==> src/rtl/if_fetch_align.sv <==
// RV32IC fetch front end: streams words from a 1-cycle-latency imem into a halfword
// queue and realigns them into 16-bit and 32-bit instructions for decode.
module if_fetch_align #(
    parameter int          ADDR_WIDTH = 9,
    parameter int          DATA_WIDTH = 32,
    parameter logic [31:0] RESET_PC   = 32'h0000_0000
) (
    input  logic                  clk,
    input  logic                  rst_n,
    output logic [ADDR_WIDTH-1:0] imem_addr,
    input  logic [DATA_WIDTH-1:0] imem_dout,
    input  logic                  redirect_valid,
    input  logic [31:0]           redirect_pc,
    output logic                  instr_valid,
    input  logic                  instr_ready,
    output logic [31:0]           instr,
    output logic [31:0]           instr_pc,
    output logic                  instr_compressed
);

    // Six halfwords packed as one vector; q[0] lives in bits [15:0].
    logic [31:0]           fpc_r;
    logic                  inflight_r;
    logic                  drop_lo_r;
    logic [95:0]           q_r;
    logic [2:0]            count_r;
    logic [31:0]           head_pc_r;
    logic [ADDR_WIDTH-1:0] imem_addr_r;

    logic [15:0] q0_s;
    logic [15:0] q1_s;
    logic        head_comp_s;
    logic        valid_s;
    logic        fire_s;
    logic [1:0]  pop_n_s;
    logic [1:0]  push_n_s;
    logic [95:0] push_vec_s;
    logic [2:0]  base_s;
    logic [95:0] q_sh_s;
    logic [95:0] keep_s;
    logic [95:0] q_nxt_s;
    logic [2:0]  count_nxt_s;
    logic        issue_s;
    logic [31:0] fpc_inc_s;

    // Head decode: instruction length, availability and pop size.
    always_comb begin
        q0_s        = q_r[15:0];
        q1_s        = q_r[31:16];
        head_comp_s = (q0_s[1:0] != 2'b11);
        if (head_comp_s) begin
            valid_s = (count_r >= 3'd1);
        end else begin
            valid_s = (count_r >= 3'd2);
        end
        fire_s = valid_s & instr_ready;
        if (fire_s) begin
            pop_n_s = head_comp_s ? 2'd1 : 2'd2;
        end else begin
            pop_n_s = 2'd0;
        end
    end

    // Decode-facing outputs, forced to zero while nothing valid is at the head.
    always_comb begin
        instr_valid      = valid_s;
        instr_pc         = head_pc_r;
        instr            = 32'h0000_0000;
        instr_compressed = 1'b0;
        if (valid_s) begin
            instr_compressed = head_comp_s;
            instr            = head_comp_s ? {16'h0000, q0_s} : {q1_s, q0_s};
        end else begin
            instr_compressed = 1'b0;
            instr            = 32'h0000_0000;
        end
    end

    // Next queue contents: drop popped halfwords, then append the arriving word behind them.
    always_comb begin
        push_n_s   = 2'd0;
        push_vec_s = 96'h0;
        if (inflight_r) begin
            if (drop_lo_r) begin
                push_n_s   = 2'd1;
                push_vec_s = {80'h0, imem_dout[31:16]};
            end else begin
                push_n_s   = 2'd2;
                push_vec_s = {64'h0, imem_dout};
            end
        end else begin
            push_n_s   = 2'd0;
            push_vec_s = 96'h0;
        end
        base_s      = count_r - {1'b0, pop_n_s};
        q_sh_s      = q_r >> {pop_n_s, 4'b0000};
        keep_s      = (96'd1 << {base_s, 4'b0000}) - 96'd1;
        q_nxt_s     = (q_sh_s & keep_s) | (push_vec_s << {base_s, 4'b0000});
        count_nxt_s = base_s + {1'b0, push_n_s};
        // An in-flight word reserves two slots so the queue can never exceed six.
        issue_s     = (({1'b0, count_r} + {2'b00, inflight_r, 1'b0}) <= 4'd4) && !redirect_valid;
        fpc_inc_s   = fpc_r + 32'd4;
    end

    // State update: reset dominates redirect, redirect dominates normal push/pop/issue.
    always_ff @(posedge clk) begin
        if (!rst_n) begin
            fpc_r       <= RESET_PC;
            inflight_r  <= 1'b0;
            drop_lo_r   <= 1'b0;
            q_r         <= 96'h0;
            count_r     <= 3'd0;
            head_pc_r   <= RESET_PC;
            imem_addr_r <= RESET_PC[ADDR_WIDTH+1:2];
        end else if (redirect_valid) begin
            fpc_r       <= redirect_pc & 32'hFFFF_FFFC;
            inflight_r  <= 1'b0;
            drop_lo_r   <= redirect_pc[1];
            q_r         <= q_r;
            count_r     <= 3'd0;
            head_pc_r   <= redirect_pc & 32'hFFFF_FFFE;
            imem_addr_r <= redirect_pc[ADDR_WIDTH+1:2];
        end else begin
            q_r       <= q_nxt_s;
            count_r   <= count_nxt_s;
            head_pc_r <= head_pc_r + {29'd0, pop_n_s, 1'b0};
            if (inflight_r) begin
                drop_lo_r <= 1'b0;
            end else begin
                drop_lo_r <= drop_lo_r;
            end
            if (issue_s) begin
                inflight_r  <= 1'b1;
                fpc_r       <= fpc_inc_s;
                imem_addr_r <= fpc_inc_s[ADDR_WIDTH+1:2];
            end else begin
                inflight_r  <= 1'b0;
                fpc_r       <= fpc_r;
                imem_addr_r <= imem_addr_r;
            end
        end
    end

    assign imem_addr = imem_addr_r;

endmodule

==> config.mk <==
export PLATFORM = sky130hd
export DESIGN_NAME = if_fetch_align
export DESIGN_NICKNAME = d
export VERILOG_FILES = /design/src/rtl/if_fetch_align.sv
export SDC_FILE = /design/constraint.sdc
export NUM_CORES = 1
export LEC_CHECK = 0
export ABC_CLOCK_PERIOD_IN_PS = 5790
export CELL_PAD_IN_SITES_DETAIL_PLACEMENT = 2
export CELL_PAD_IN_SITES_GLOBAL_PLACEMENT = 2
export CORE_UTILIZATION = 35
export CTS_BUF_LIST = sky130_fd_sc_hd__clkbuf_4
export CTS_CLUSTER_DIAMETER = 60
export DETAILED_ROUTE_END_ITERATION = 12
export PLACE_DENSITY_LB_ADDON = 0.1
export SETUP_SLACK_MARGIN = 0.05
export SLEW_MARGIN = 40
export SYNTH_ARGS = -nofsm -noshare
export SYNTH_HDL_FRONTEND = slang
export SYNTH_SLANG_ARGS = --single-unit
==> constraint.sdc <==
create_clock -name clk -period 5.79 [get_ports clk]
set_input_delay 0.8685 -clock clk [delete_from_list [all_inputs] [get_ports clk]]
set_output_delay 0.8685 -clock clk [all_outputs]
set_load 0.01 [all_outputs]
==> impl_results.md <==
* Port Buf Inserts at 140
* Share of synthesized flip-flops with an asynchronous set or reset at 0%
* Number of buffers between clock root and the deepest sink at 2
* Via count of the routed design at roughly 10000
* Maximum cell stage delay along the critical path at 590 ps
* Post-place instance area at 0.0108 mm2
* Setup clock skew after layout at around 32 ps
* Number of slew-limit violations in the final report at 0
* Global-route usage over all layers at a little under a third
* Residual antenna-violating net count after detailed routing at 0
* Least setup slack across all paths after layout at around 1400 ps
* Max Clk Rate at between 200 and 250 MHz
* Clock insertion delay at the later pin of the skew report at around 600 ps
* Floorplan core area at 0.0253 mm2
* GPL Wtd Cong at about 0.82
* Final std cell area, no fill at roughly 0.011 mm2
* CTS Hold Buffers Added at 0
* Final setup fails at 0
* Sequential area share after synthesis at 31.1%
* Synthesized net count at about 1200
* Pin count of the biggest net entering global routing at 72
* Instance count of the mapped netlist at 1129
* Router iterations before antenna repair at 5
* Aggregate negative setup slack at 0 ps
* Status: finished, final reports clean
* Layout cell share with drive strength beyond 1 at around 11%
* Cell type contributing the most total cell area after synthesis: dfxtp_1
* Number of stages on the worst hold path at 1
* Critical Path, Cell by Cell: or3_1, buf_4, nand2_1, buf_4, inv_1, ha_1, fa_1, xnor2_2, nand3_1, ha_1, a21boi_1, a31o_2, a32o_1
* Final Non-Filler Cells at roughly 1600
* RSZ-0062 raised after global routing: false
* Classification of the worst-slack hold path: register to register
* Critical path buffers and inverters at 3
* Syn Area/Cell at 8.05 um2
* Startpoint of the tightest hold check path: q_r[70]
* # rows at 58
* Starting density of the core at between 30% and 40%
* Number of maximum-capacitance violations at 0
* Vias in the first global route at ~11000
* Post-Route Utilization at ~44%
* TritonCTS buffer count at 17
* Fraction of post-synthesis cell area in the top cell type by area at a little under a third
* Master of the slowest instance on the critical path: xnor2_2
* Largest delay share family, worst path: compound AO/OA/AOI/OAI gates
* TritonCTS clock tree: built
* Number of placed cells counting well taps at between 1500 and 2000
* Final hold slack at just over 500 ps
* Via density per instance at between 6 and 7
* Data arrival, critical path at roughly 4800 ps
* Number of cells traversed by the worst register-to-register path at 13
* Portion of the clock cycle consumed by the worst path in the final layout at about three quarters
* Critical Path Fanout Max at 37
* Antenna violations before repair at 1
* Global-route wire length before repair at between 60000 and 70000 um
* Fin crit period at roughly 4300 ps
* Count of unresolved DRC violations after routing at 0
* Register bit total from synthesis at around 140
* Worst Path Class, Setup: register to register
* Data required time at the worst endpoint at ~6300 ps
* Final net count at ~1300
* Die Y at 163 um
* Total Routed Length at between 40000 and 50000 um
* Max-slew headroom at the worst pin at 43.3%
* Count of yosys warnings during synthesis at 0
* Violation count after the first detailed-routing iteration at roughly 610
* Die width at roughly 160 um
* Post-synthesis cell type count at slightly below 70
* Root Buffer Master: clkbuf_4
* Worst Max-Slew Pin Slew at 841 ps
* Wire per inst at 26.5 um
* Number of gates on the worst path with buffers counted at 13
* Combined area of all synthesized cells at between 0.009 and 0.01 mm2
* Clock-pin slew reported for the worst setup and hold paths after clock tree synthesis at between 100 and 150 ps
* Most instantiated flip-flop cell in the synthesis netlist: dfxtp_1
* Die outline area at 0.0266 mm2
* Post-CTS Repair Setup Buffers at 0
* Cell Pwr Density at ~220 mW/mm2
* Area growth, synth to finish at 22.2%
* Place WS at 1040 ps
* Sink count of the clock tree at approximately 140
* P_leak at approximately 3.7 nW
* H-Tree Level Count at 4
* Top cells by area, synth: dfxtp_1 (31%), o21ai_0 (5.3%), a21oi_1 (4.0%)
* Terminus of the critical flop-to-flop path: q_r[86]
* # resized after CTS at 0
* Total power consumption of the routed design at 2.50 mW
* Flop2flop setup slack at 1440 ps
* Max IR drop VDD at 0.0000985 V
* Number of enable flip-flop cells after synthesis at 0
* Worst R2R Start: count_r[2]
* Worst Hold Endpoint: q_r[70]
* Number of ports placed on the die boundary at between 100 and 150
* HPWL reported at the end of detailed placement at 26200 um
* Count of endpoints failing hold in the final timing report at 0
* Critical path startpoint category: register
* Overflow left after global routing at 0
* Crit end category: register
-- logic make-up after synthesis --
group | share of synthesized area (%)
AO/OA/AOI/OAI | 36.7
XOR/XNOR | 1.73
adder cells (fa/ha/maj) | 1.90
buffers and inverters | 6.75
flip-flops | 31.1
multiplexers | 3.95
other | 0.0413
AND/OR/NAND/NOR | 17.9
-- worst max path at each step --
stage	startpoint	endpoint	slack [ps]
final	count_r[2]	q_r[86]	1440
after detailed placement	instr_ready	q_r[90]	1040
after floorplan	instr_ready	q_r[94]	1680
after CTS	count_r[2]	q_r[64]	1500
after global routing	count_r[2]	q_r[64]	1180
after global placement	instr_ready	q_r[88]	1090
-- cell usage after synthesis (4+ instances only) --
cell type and count:
a2111oi_0 10, a211oi_1 17, a21boi_0 15, a21o_1 4, a21oi_1 73, a221o_1 16, a221oi_1 15, a31oi_1 35
a32o_1 14, and2_1 22, and3_1 5, and4_1 6, buf_1 10, buf_2 7, clkbuf_1 95, dfxtp_1 141
ha_1 9, inv_1 41, mux2_2 15, mux2i_1 19, nand2_1 52, nand2b_1 19, nand3_1 36, nand3b_1 4
nand4_1 25, nor2_1 40, nor2b_1 10, nor3_1 45, nor4_1 6, o2111ai_1 4, o211ai_1 19, o21ai_0 97
o221a_2 18, o221ai_1 36, o2bb2ai_1 16, o311a_1 10, o31ai_1 24, o32a_1 14, o32ai_1 4, or3_1 13
or4_1 9, xnor2_1 6, xor2_1 12
-- placed cells by master (no fill, tap or decap), types with 6 or more instances in the layout --
master / Yosys / routed
a21boi_0: 15 / 15
a221oi_1: 15 / 15
o21ai_0: 97 / 97
a21oi_1: 73 / 71
ha_1: 9 / 9
a221o_1: 16 / 16
clkdlybuf4s50_1: 0 / 138
or4_1: 9 / 9
a2111oi_0: 10 / 10
o31ai_1: 24 / 24
o311a_1: 10 / 10
nand2_1: 52 / 52
dfxtp_1: 141 / 140
o221ai_1: 36 / 36
and4_1: 6 / 6
o211ai_1: 19 / 19
nand2b_1: 19 / 19
mux2_2: 15 / 15
xor2_1: 12 / 12
and2_1: 22 / 22
inv_1: 41 / 40
a211oi_1: 17 / 17
clkbuf_4: 0 / 17
a32o_1: 14 / 14
nor2b_1: 10 / 9
a31oi_1: 35 / 35
mux2i_1: 19 / 19
nand4_1: 25 / 25
buf_4: 1 / 39
or3_1: 13 / 13
o221a_2: 18 / 18
o32a_1: 14 / 14
nand3_1: 36 / 36
nor2_1: 40 / 38
o2bb2ai_1: 16 / 16
nor3_1: 45 / 43
-- final cells by class --
cell class,instances,area [um2]
antenna,2,5.00
clock buffer,17,128
clock inverter,15,138
fill,2881,14200
inverter,44,166
multi-input combinational,830,5750
sequential,141,2820
tap,330,413
timing repair buffer,179,1690
-- where the power goes --
group | total [mW] | internal, mW | leakage, nW | switching [mW]
registers | 1.08 | 1.02 | 1.16 | 0.0627
clock network | 0.665 | 0.219 | 0.137 | 0.445
logic | 0.748 | 0.265 | 2.36 | 0.483
total | 2.50 | 1.51 | 3.65 | 0.991
-- per-layer routing --
layer	share of wire [%]	track usage (%)	vias to the layer above
li1	-	-	4588
met1	45	41.5	5201
met2	46	50.4	375
met3	5.8	4.42	93
met4	3.2	13.6	0
met5	0	0	-
-- registers in the layout, indices dropped and copies added (netlist names) --
register,flops
q_r,96
instr_pc,31
fpc_r,9
count_r,3
drop_lo_r,1
inflight_r,1
(Power assumes the default switching activity.)
